File: config.mk
export PLATFORM = sky130hd
export DESIGN_NAME = mips32_result_tracer
export DESIGN_NICKNAME = d
export VERILOG_FILES = /design/src/rtl/mips32_trace_pkg.sv /design/src/rtl/mips32_trace_fifo.sv /design/src/rtl/mips32_result_tracer.sv
export SDC_FILE = /design/constraint.sdc
export NUM_CORES = 1
export LEC_CHECK = 0
export ABC_AREA = 1
export BUFFER_PORTS_ARGS = -buffer_cell sky130_fd_sc_hd__buf_2
export CAP_MARGIN = 20
export CORE_MARGIN = 5
export CORE_UTILIZATION = 40
export CTS_BUF_LIST = sky130_fd_sc_hd__clkbuf_8
export DETAILED_ROUTE_END_ITERATION = 12
export GPL_TIMING_DRIVEN = 0
export HOLD_SLACK_MARGIN = 0.06
export PLACE_DENSITY_LB_ADDON = 0.12
export SYNTH_ARGS = -nofsm -noshare
export SYNTH_HDL_FRONTEND = slang
export SYNTH_HIERARCHICAL = 1
export SYNTH_SLANG_ARGS = --single-unit
export TNS_END_PERCENT = 30
File: constraint.sdc
create_clock -name clk -period 6.44 [get_ports clk]
set_clock_uncertainty 0.2 [all_clocks]
set_input_delay 1.288 -clock clk [delete_from_list [all_inputs] [get_ports clk]]
set_output_delay 1.288 -clock clk [all_outputs]
set_load 0.02 [all_outputs]
File: src/rtl/mips32_trace_pkg.sv
// Shared types and constants for the mips32 result tracer.
// Holds capture modes, default widths and the trace entry bundle.
package mips32_trace_pkg;

    localparam logic MODE_ALL    = 1'b0;
    localparam logic MODE_CHANGE = 1'b1;

    localparam int DEF_DATA_W = 32;
    localparam int DEF_TS_W   = 16;

    typedef struct packed {
        logic [DEF_DATA_W-1:0] data;
        logic [DEF_TS_W-1:0]   stamp;
    } trace_entry_t;

endpackage

File: src/rtl/mips32_trace_fifo.sv
// Synchronous show-ahead FIFO of W-bit entries, DEPTH deep.
// Ports: flush/push/wdata in; pop in; rdata (head, 0 when empty), count, full, empty out.
module mips32_trace_fifo #(
    parameter int W     = 48,
    parameter int DEPTH = 16
) (
    input  logic                     clk,
    input  logic                     rst_n,
    input  logic                     flush,
    input  logic                     push,
    input  logic [W-1:0]             wdata,
    input  logic                     pop,
    output logic [W-1:0]             rdata,
    output logic [$clog2(DEPTH):0]   count,
    output logic                     full,
    output logic                     empty
);

    localparam int AW = $clog2(DEPTH);
    localparam int CW = AW + 1;

    logic [W-1:0]  mem [DEPTH];
    logic [AW-1:0] wr_ptr;
    logic [AW-1:0] rd_ptr;
    logic          do_push;
    logic          do_pop;

    assign full  = (count == CW'(DEPTH));
    assign empty = (count == '0);

    // A push into a full FIFO is only legal when the head leaves this cycle.
    assign do_pop  = pop && !empty && !flush;
    assign do_push = push && !flush && (!full || do_pop);

    // Head is masked so stale storage never shows after reset or flush.
    assign rdata = empty ? '0 : mem[rd_ptr];

    always_ff @(posedge clk) begin
        if (do_push) begin
            mem[wr_ptr] <= wdata;
        end
    end

    always_ff @(posedge clk or negedge rst_n) begin
        if (!rst_n) begin
            wr_ptr <= '0;
            rd_ptr <= '0;
            count  <= '0;
        end else if (flush) begin
            wr_ptr <= '0;
            rd_ptr <= '0;
            count  <= '0;
        end else begin
            if (do_push) begin
                wr_ptr <= wr_ptr + AW'(1);
            end
            if (do_pop) begin
                rd_ptr <= rd_ptr + AW'(1);
            end
            unique case ({do_push, do_pop})
                2'b10:   count <= count + CW'(1);
                2'b01:   count <= count - CW'(1);
                default: count <= count;
            endcase
        end
    end

endmodule

File: src/rtl/mips32_result_tracer.sv
// Trace buffer for the single-cycle core result bus with cycle stamps.
// Ports: enable/mode/clear/result in; rd_ready in; rd_valid/rd_data/rd_stamp/count/full/empty/overflow out.
module mips32_result_tracer
    import mips32_trace_pkg::*;
#(
    parameter int DATA_W = DEF_DATA_W,
    parameter int DEPTH  = 16,
    parameter int TS_W   = DEF_TS_W
) (
    input  logic                   clk,
    input  logic                   rst_n,
    input  logic                   enable,
    input  logic                   mode,
    input  logic                   clear,
    input  logic [DATA_W-1:0]      result,
    input  logic                   rd_ready,
    output logic                   rd_valid,
    output logic [DATA_W-1:0]      rd_data,
    output logic [TS_W-1:0]        rd_stamp,
    output logic [$clog2(DEPTH):0] count,
    output logic                   full,
    output logic                   empty,
    output logic                   overflow
);

    typedef struct packed {
        logic [DATA_W-1:0] data;
        logic [TS_W-1:0]   stamp;
    } entry_t;

    logic [TS_W-1:0]   stamp;
    logic [DATA_W-1:0] last_result;
    logic              last_valid;
    logic              changed;
    logic              capture;
    logic              pop;
    entry_t            wentry;
    entry_t            rentry;

    // First enabled cycle after reset/clear always counts as a change.
    assign changed = !last_valid || (result != last_result);
    assign capture = enable && !clear && ((mode == MODE_ALL) || changed);
    assign pop     = rd_valid && rd_ready && !clear;

    assign wentry.data  = result;
    assign wentry.stamp = stamp;

    assign rd_valid = !empty;
    assign rd_data  = rentry.data;
    assign rd_stamp = rentry.stamp;

    mips32_trace_fifo #(
        .W     ($bits(entry_t)),
        .DEPTH (DEPTH)
    ) u_fifo (
        .clk   (clk),
        .rst_n (rst_n),
        .flush (clear),
        .push  (capture),
        .wdata (wentry),
        .pop   (pop),
        .rdata (rentry),
        .count (count),
        .full  (full),
        .empty (empty)
    );

    always_ff @(posedge clk or negedge rst_n) begin
        if (!rst_n) begin
            stamp       <= '0;
            last_result <= '0;
            last_valid  <= 1'b0;
            overflow    <= 1'b0;
        end else if (clear) begin
            stamp      <= '0;
            last_valid <= 1'b0;
            overflow   <= 1'b0;
        end else begin
            if (enable) begin
                stamp       <= stamp + TS_W'(1);
                last_result <= result;
                last_valid  <= 1'b1;
            end
            // Dropped capture: full with no pop to make room.
            if (capture && full && !pop) begin
                overflow <= 1'b1;
            end
        end
    end

endmodule

==> Yosys cells after proc, flatten, opt, wreduce, memory -nomap -nowiden <==
Memories as Yosys holds them, arrays and structs flattened.
Cells that the tools add are included.
Widths: inputs -> output; s select.
{ "op_classes": {"add_sub_neg": 5, "reduce_logical": 25, "n_eq_ne": 4, "bitwise": 2, "mux": 15} }
{ "ops": {"columns": ["operator", "count"], "rows": [
  ["$mux 48", 1],
  ["$mux 16", 2],
  ["$ne 32x32->1", 1],
  ["$add 16x1->16 const B", 1],
  ["$mux 4", 4],
  ["$logic_and 1x1->1", 10],
  ["$pmux 5 s2", 1],
  ["$add 4x1->4 const B", 2],
  ["$reduce_bool 2->1", 4],
  ["$mux 1", 6],
  ["$add 5x1->5 const B", 1],
  ["$eq 5x5->1 const B", 1],
  ["$logic_not 1->1", 5],
  ["$logic_not 5->1", 1],
  ["$mux 5", 1],
  ["$sub 5x1->5 const B", 1],
  ["$logic_or 1x1->1", 3],
  ["$reduce_bool 3->1", 1],
  ["$eq 2x1->1 const B", 1],
  ["$eq 2x2->1 const B", 1],
  ["$not 1->1", 2],
  ["$reduce_and 2->1", 1]
]} }
{ "word_totals": {"n_memories": 1, "regBits": 63, "input_bits": 38, "word_cells": 59, "ramBits": 768} }
{ "memory_table": {"columns": ["name", "depth", "width", "read_ports", "rd_ports_with_merged_regs", "wr", "line_no", "source"], "rows": [
  ["u_fifo.mem", 16, 48, 1, 0, 1, "mips32_trace_fifo.sv:22", "logic [W-1:0] mem [DEPTH];"]
]} }

==> Logic depth before layout (Yosys ltp) <==
{ "logic_depth": {"word_depth": 11, "ltp_mapped": 20} }

==> Hierarchy <==
Netlist, hierarchy kept.
{ "modules_own_cells": {"columns": ["module", "area_per_inst_um2", "cells_each", "seq_area_each_um2", "n_inst"], "rows": [
  ["mips32_trace_fifo", 31037.3, 2394, 23387.4, 1],
  ["mips32_result_tracer", 2661.3, 359, 1251.2, 1]
]} }

==> Worst setup path after synthesis <==
Ideal clock, no wire load.
{ "synth_timing": {"kind": "in2reg", "start": "input port clear", "end": "memory u_fifo.mem[0][0], enable pin", "setup_ns": 0.454, "cell_stages": 11, "slack_ns": 1.115, "n_path_buf": 2, "arrival_ns": 4.671, "required_time_ns": 5.786, "cell_sequence": "buf_2 nor2_4 clkinv_1 clkbuf_1 a21oi_1 inv_1 nor2_1 nand2_1 inv_1 nand2_1 nor2_1"} }
{ "synth_via": {"elab_cells_between_ends": 11, "cone_classes": "mux (2); reduce/logical (9)"} }
{ "synth_lines": {"columns": ["element", "line_no", "source"], "rows": [
  ["start: declaration", "mips32_result_tracer.sv:14", "input logic clear,"],
  ["$logic_not 1->1", "mips32_result_tracer.sv:42", "assign capture = enable && !clear && ((mode == MODE_ALL) || changed);"],
  ["$logic_and 1x1->1 (2 in series)", "mips32_result_tracer.sv:42", null],
  ["net capture", "mips32_result_tracer.sv:35", "logic capture;"],
  ["$logic_and 1x1->1 (2 in series)", "mips32_trace_fifo.sv:33", "assign do_push = push && !flush && (!full || do_pop);"],
  ["$mux 1", "mips32_trace_fifo.sv:39", "if (do_push) begin"],
  ["$mux 1 (not written as such)", "mips32_trace_fifo.sv:40", "mem[wr_ptr] <= wdata;"],
  ["end: declaration", "mips32_trace_fifo.sv:22", null]
]} }
The timed path passes the listed nets, and every way through them passes these cells.

==> Worst setup path after layout <==
{ "layout_timing": {"start": "register u_fifo.count[1]", "end": "memory u_fifo.mem[4][23], enable pin"} }
{ "layout_via": {"elab_chain_cells": 10, "elab_cells_between_ends": 12, "cone_classes": "eq/ne (1); mux (2); reduce/logical (9)"} }
{ "layout_lines": {"columns": ["element", "line_no", "source"], "rows": [
  ["start: declaration", "mips32_trace_fifo.sv:14", "output logic [$clog2(DEPTH):0] count,"],
  ["start signal: assignment", "mips32_trace_fifo.sv:61", "2'b10: count <= count + CW'(1);"],
  ["start signal: assignment", "mips32_trace_fifo.sv:62", "2'b01: count <= count - CW'(1);"],
  ["start signal: assignment", "mips32_trace_fifo.sv:63", "default: count <= count;"],
  ["$logic_not 5->1", "mips32_trace_fifo.sv:29", "assign empty = (count == '0);"],
  ["$logic_not 1->1", "mips32_result_tracer.sv:48", "assign rd_valid = !empty;"],
  ["$logic_and 1x1->1 (2 in series)", "mips32_result_tracer.sv:43", "assign pop = rd_valid && rd_ready && !clear;"],
  ["net pop", "mips32_result_tracer.sv:36", "logic pop;"],
  ["$logic_and 1x1->1 (2 in series)", "mips32_trace_fifo.sv:32", "assign do_pop = pop && !empty && !flush;"],
  ["$logic_or 1x1->1", "mips32_trace_fifo.sv:33", null],
  ["$logic_and 1x1->1", "mips32_trace_fifo.sv:33", null],
  ["$mux 1", "mips32_trace_fifo.sv:39", null],
  ["$mux 1 (not written as such)", "mips32_trace_fifo.sv:40", null]
]} }
The timed path passes the listed nets, and every way through them passes these cells.

==> summary.md <==
| Metric | Value |
|---|---|
| Outcome | `complete, no violations` |
| Fillers | `~7,600` |
| Die width | `around 300 um` |
| P&R area growth vs syn | `14.73%` |
| Count leader, synth | `edfxtp_1` |
| Fmax | `0.1899 GHz` |
| Num ports | `95` |
| Largest net degree at the start of global routing | `58` |
| Nature of the critical path startpoint | `flip-flop` |
| Resized Gates After CTS | `0` |
| Grt total ovfl | `0` |
| CTS tree | `yes` |
| Async S/R FF share, synth | `0.07581` |
| DP HPWL | `approximately 64,000 um` |
| Clk buf depth | `3` |
| Stages on worst setup path | `15` |
| Final setup vio count | `0` |
| Root Driver | `clkbuf_8` |
| Worst path slowest cell | `nor2_4` |
| Number of CTS-inserted buffers | `around 140` |
| First-pass GRT wire length | `~140,000 um` |
| Mapped Area | `33,700 um2` |
| CP dominant cell by count | `nand2_1` |
| Port Buffers | `94` |
| Post-Syn Nets | `approximately 2,800` |
| Worst-path clk slew | `about 0.060 ns` |
| Synth Warn # | `6` |
| Die area | `between 90,000 and 100,000 um2` |
| FF-to-FF path depth | `15` |
| Static leakage | `14.08 nW` |
| Gr usage total | `0.2061` |
| Synthesized area per cell | `between 10 and 15 um2` |
| HP Class | `in -> async` |
| DP Cell Count | `3,952` |
| Vias post-DR | `roughly 22,000` |
| Vias in the first global route | `about 22,000` |
| Post-synth EDFFs | `~770` |
| WS Path Type | `reg -> reg` |
| Post-synth cell types | `between 40 and 50` |
| Post-synth top area cell | `edfxtp_1` |
| Gp weighted congestion | `~0.81` |
| CP bufs+invs | `6` |
| Hold Fails Final Rpt | `0` |
| Vias/cell | `between 5 and 6` |
| Setup TNS | `0 ns` |
| Register area share after synthesis | `0.7311` |
| Share of the synthesized area in the top cell type | `0.6844` |
| Hold-fix buffers at CTS | `0` |
| Initial antenna violation count | `4` |
| Worst EP arrival | `5.51 ns` |
| Final instance area | `slightly below 40,000 um2` |
| DRC | `0` |
| Worst-Skew Late Latency | `slightly below 0.8 ns` |
| Initial Util | `0.4033` |
| Dpl cell area | `around 36,000 um2` |
| CP Capture Type | `flip-flop` |
| Detailed Route Iter0 Violations | `1,899` |
| PD cells | `286.3 nW/um2` |
| Unrepaired setup endpoints after global routing | `false` |
| Worst Path Max Fanout | `25` |
| Post CTS Setup Buffer Count | `0` |
| Critical-path cell list | `nor2_1 -> nand3_1 -> clkbuf_1 -> buf_2 -> inv_1 -> inv_1 -> nand2_1 -> nor2_1 -> nand2_1 -> nand2_1 -> nand2_1 -> inv_1 -> nand2_1 -> nor2_4 -> buf_12` |
| Core area | `about 84,000 um2` |
| Max-slew violations | `0` |
| Die height | `300.3 um` |
| Top cell family by delay on the critical path | `simple AND/OR/NAND/NOR gates` |
| Crit path time final | `5.267 ns` |
| Antenna Nets Post-Route | `0` |
| Largest stage delay, worst path | `around 0.85 ns` |
| Req. time, crit path | `approximately 6.7 ns` |
| Final wirelength | `approximately 94,000 um` |
| Worst Tran Pin Value | `approximately 1.0 ns` |
| Std cell rows | `106` |
| Syn Inst Count | `between 2,000 and 3,000` |
| Non-Filler Instances | `between 4,000 and 5,000` |
| Commonest cells in the netlist | `edfxtp_1 (768), nand2_1 (639), nor2_1 (290), a21oi_1 (205), o21ai_0 (183)` |
| Slew margin rel. | `0.3027` |
| # Max-Cap Violations | `0` |
| Nets | `3,065` |
| Wire per inst | `roughly 22 um` |
| Top cells by area, synth | `edfxtp_1 (68%), nand2_1 (7.1%), dfrtp_1 (4.7%)` |
| Max IR drop VDD | `roughly 180 uV` |
| Fin crit share | `0.8179` |
| Layout cells sized above 1 | `0.1344` |
| First-pass DRT Iterations | `6` |
| Synth Flop Type | `edfxtp_1` |
| Clock sinks | `just over 800` |
| H-tree Lvls | `4` |
| Post-synthesis register bit count | `a little over 800` |
sequential cells by signal, summed over array words and instances (netlist names):
name           cells
overflow           1
last_valid         1
stamp             16
last_result       32
u_fifo/mem       768
u_fifo/count       5
u_fifo/wr_ptr      4
u_fifo/rd_ptr      4
area by class of cell:
type,instances,area [um2],share of cell area
clock buffers,149,2051,0.05304
plain buffers,153,874.6,0.02262
flip-flops and latches,831,24640,0.6373
repair buffers,119,980.9,0.02537
clock inverters,103,449.2,0.01162
well taps,1080,1351,0.03495
diodes,4,10.01,0.0002589
multi-input cells,1690,8004,0.2070
inverters,79,301.5,0.007800
kinds of logic after synthesis:
| logic type | Yosys count | share of synthesized area |
|---|---|---|
| fa+ha+maj | 10 | 0.003936 |
| mux | 47 | 0.01396 |
| xor+xnor | 14 | 0.003638 |
| simple gates | 1026 | 0.1199 |
| compound gates | 593 | 0.09249 |
| buf+inv | 232 | 0.03490 |
| flops | 831 | 0.7311 |
cells in the final DEF, fill, tap and decap left out, drive strengths merged, types with 3 or more instances in the layout:
cell / instances
buf: 217
clkinv: 43
o21ai: 283
xor2: 4
diode: 4
clkinvlp: 3
nand4: 6
ha: 9
xnor2: 10
clkbuf: 204
o22ai: 96
nand3: 23
a21oi: 206
mux2i: 47
nor3: 54
inv: 136
nand2: 643
nor2: 297
dfrtp: 63
edfxtp: 768
metrics by stage:
| stage | setup slack, ns | hold WS (ns) | total power, mW | util |
|---|---|---|---|---|
| 6_report | 1.173 | 0.1326 | 11.07 | 0.4627 |
| 5_1_grt | 0.9345 | 0.07923 | 11.55 | 0.4626 |
| 4_1_cts | 1.129 | 0.06806 | 11.21 | 0.4626 |
| 3_5_place_dp | 0.5354 | 0.2790 | 6.949 | 0.4327 |
| 3_3_place_gp | -2.480 | 0.2756 | 6.925 | 0.4251 |
| 2_1_floorplan | 1.115 | 0.2505 | 6.556 | - |
metal layers:
layer / track usage / part of all wire / up-vias
li1: - / - / 10340
met2: 0.3487 / 0.49 / 633
met3: 0.03841 / 0.055 / 172
met4: 0.06404 / 0.025 / 0
met1: 0.2717 / 0.43 / 11038
met5: 0 / 0 / -
power breakdown:
group / internal, mW / switching [mW]
logic: 0.245 / 0.627
clock network: 2.14 / 2.11
registers: 5.92 / 0.0286
total: 8.31 / 2.76
worst paths after layout:
| check | end | start | slack [ns] |
|---|---|---|---|
| worst max-delay path | u_fifo/mem[4][23] | u_fifo/count[1] | 1.17 |
| worst min-delay path | u_fifo/count[2] | rst_n | 0.13 |
| worst max register to register | u_fifo/mem[4][23] | u_fifo/count[1] | 1.17 |
| worst min register to register | last_result[2] | last_result[2] | 0.29 |
| max in group asynchronous | last_result[2] | rst_n | 5.34 |
| min in group clk | last_result[2] | last_result[2] | 0.29 |
No activity file was read; power rests on OpenSTA's default activity.
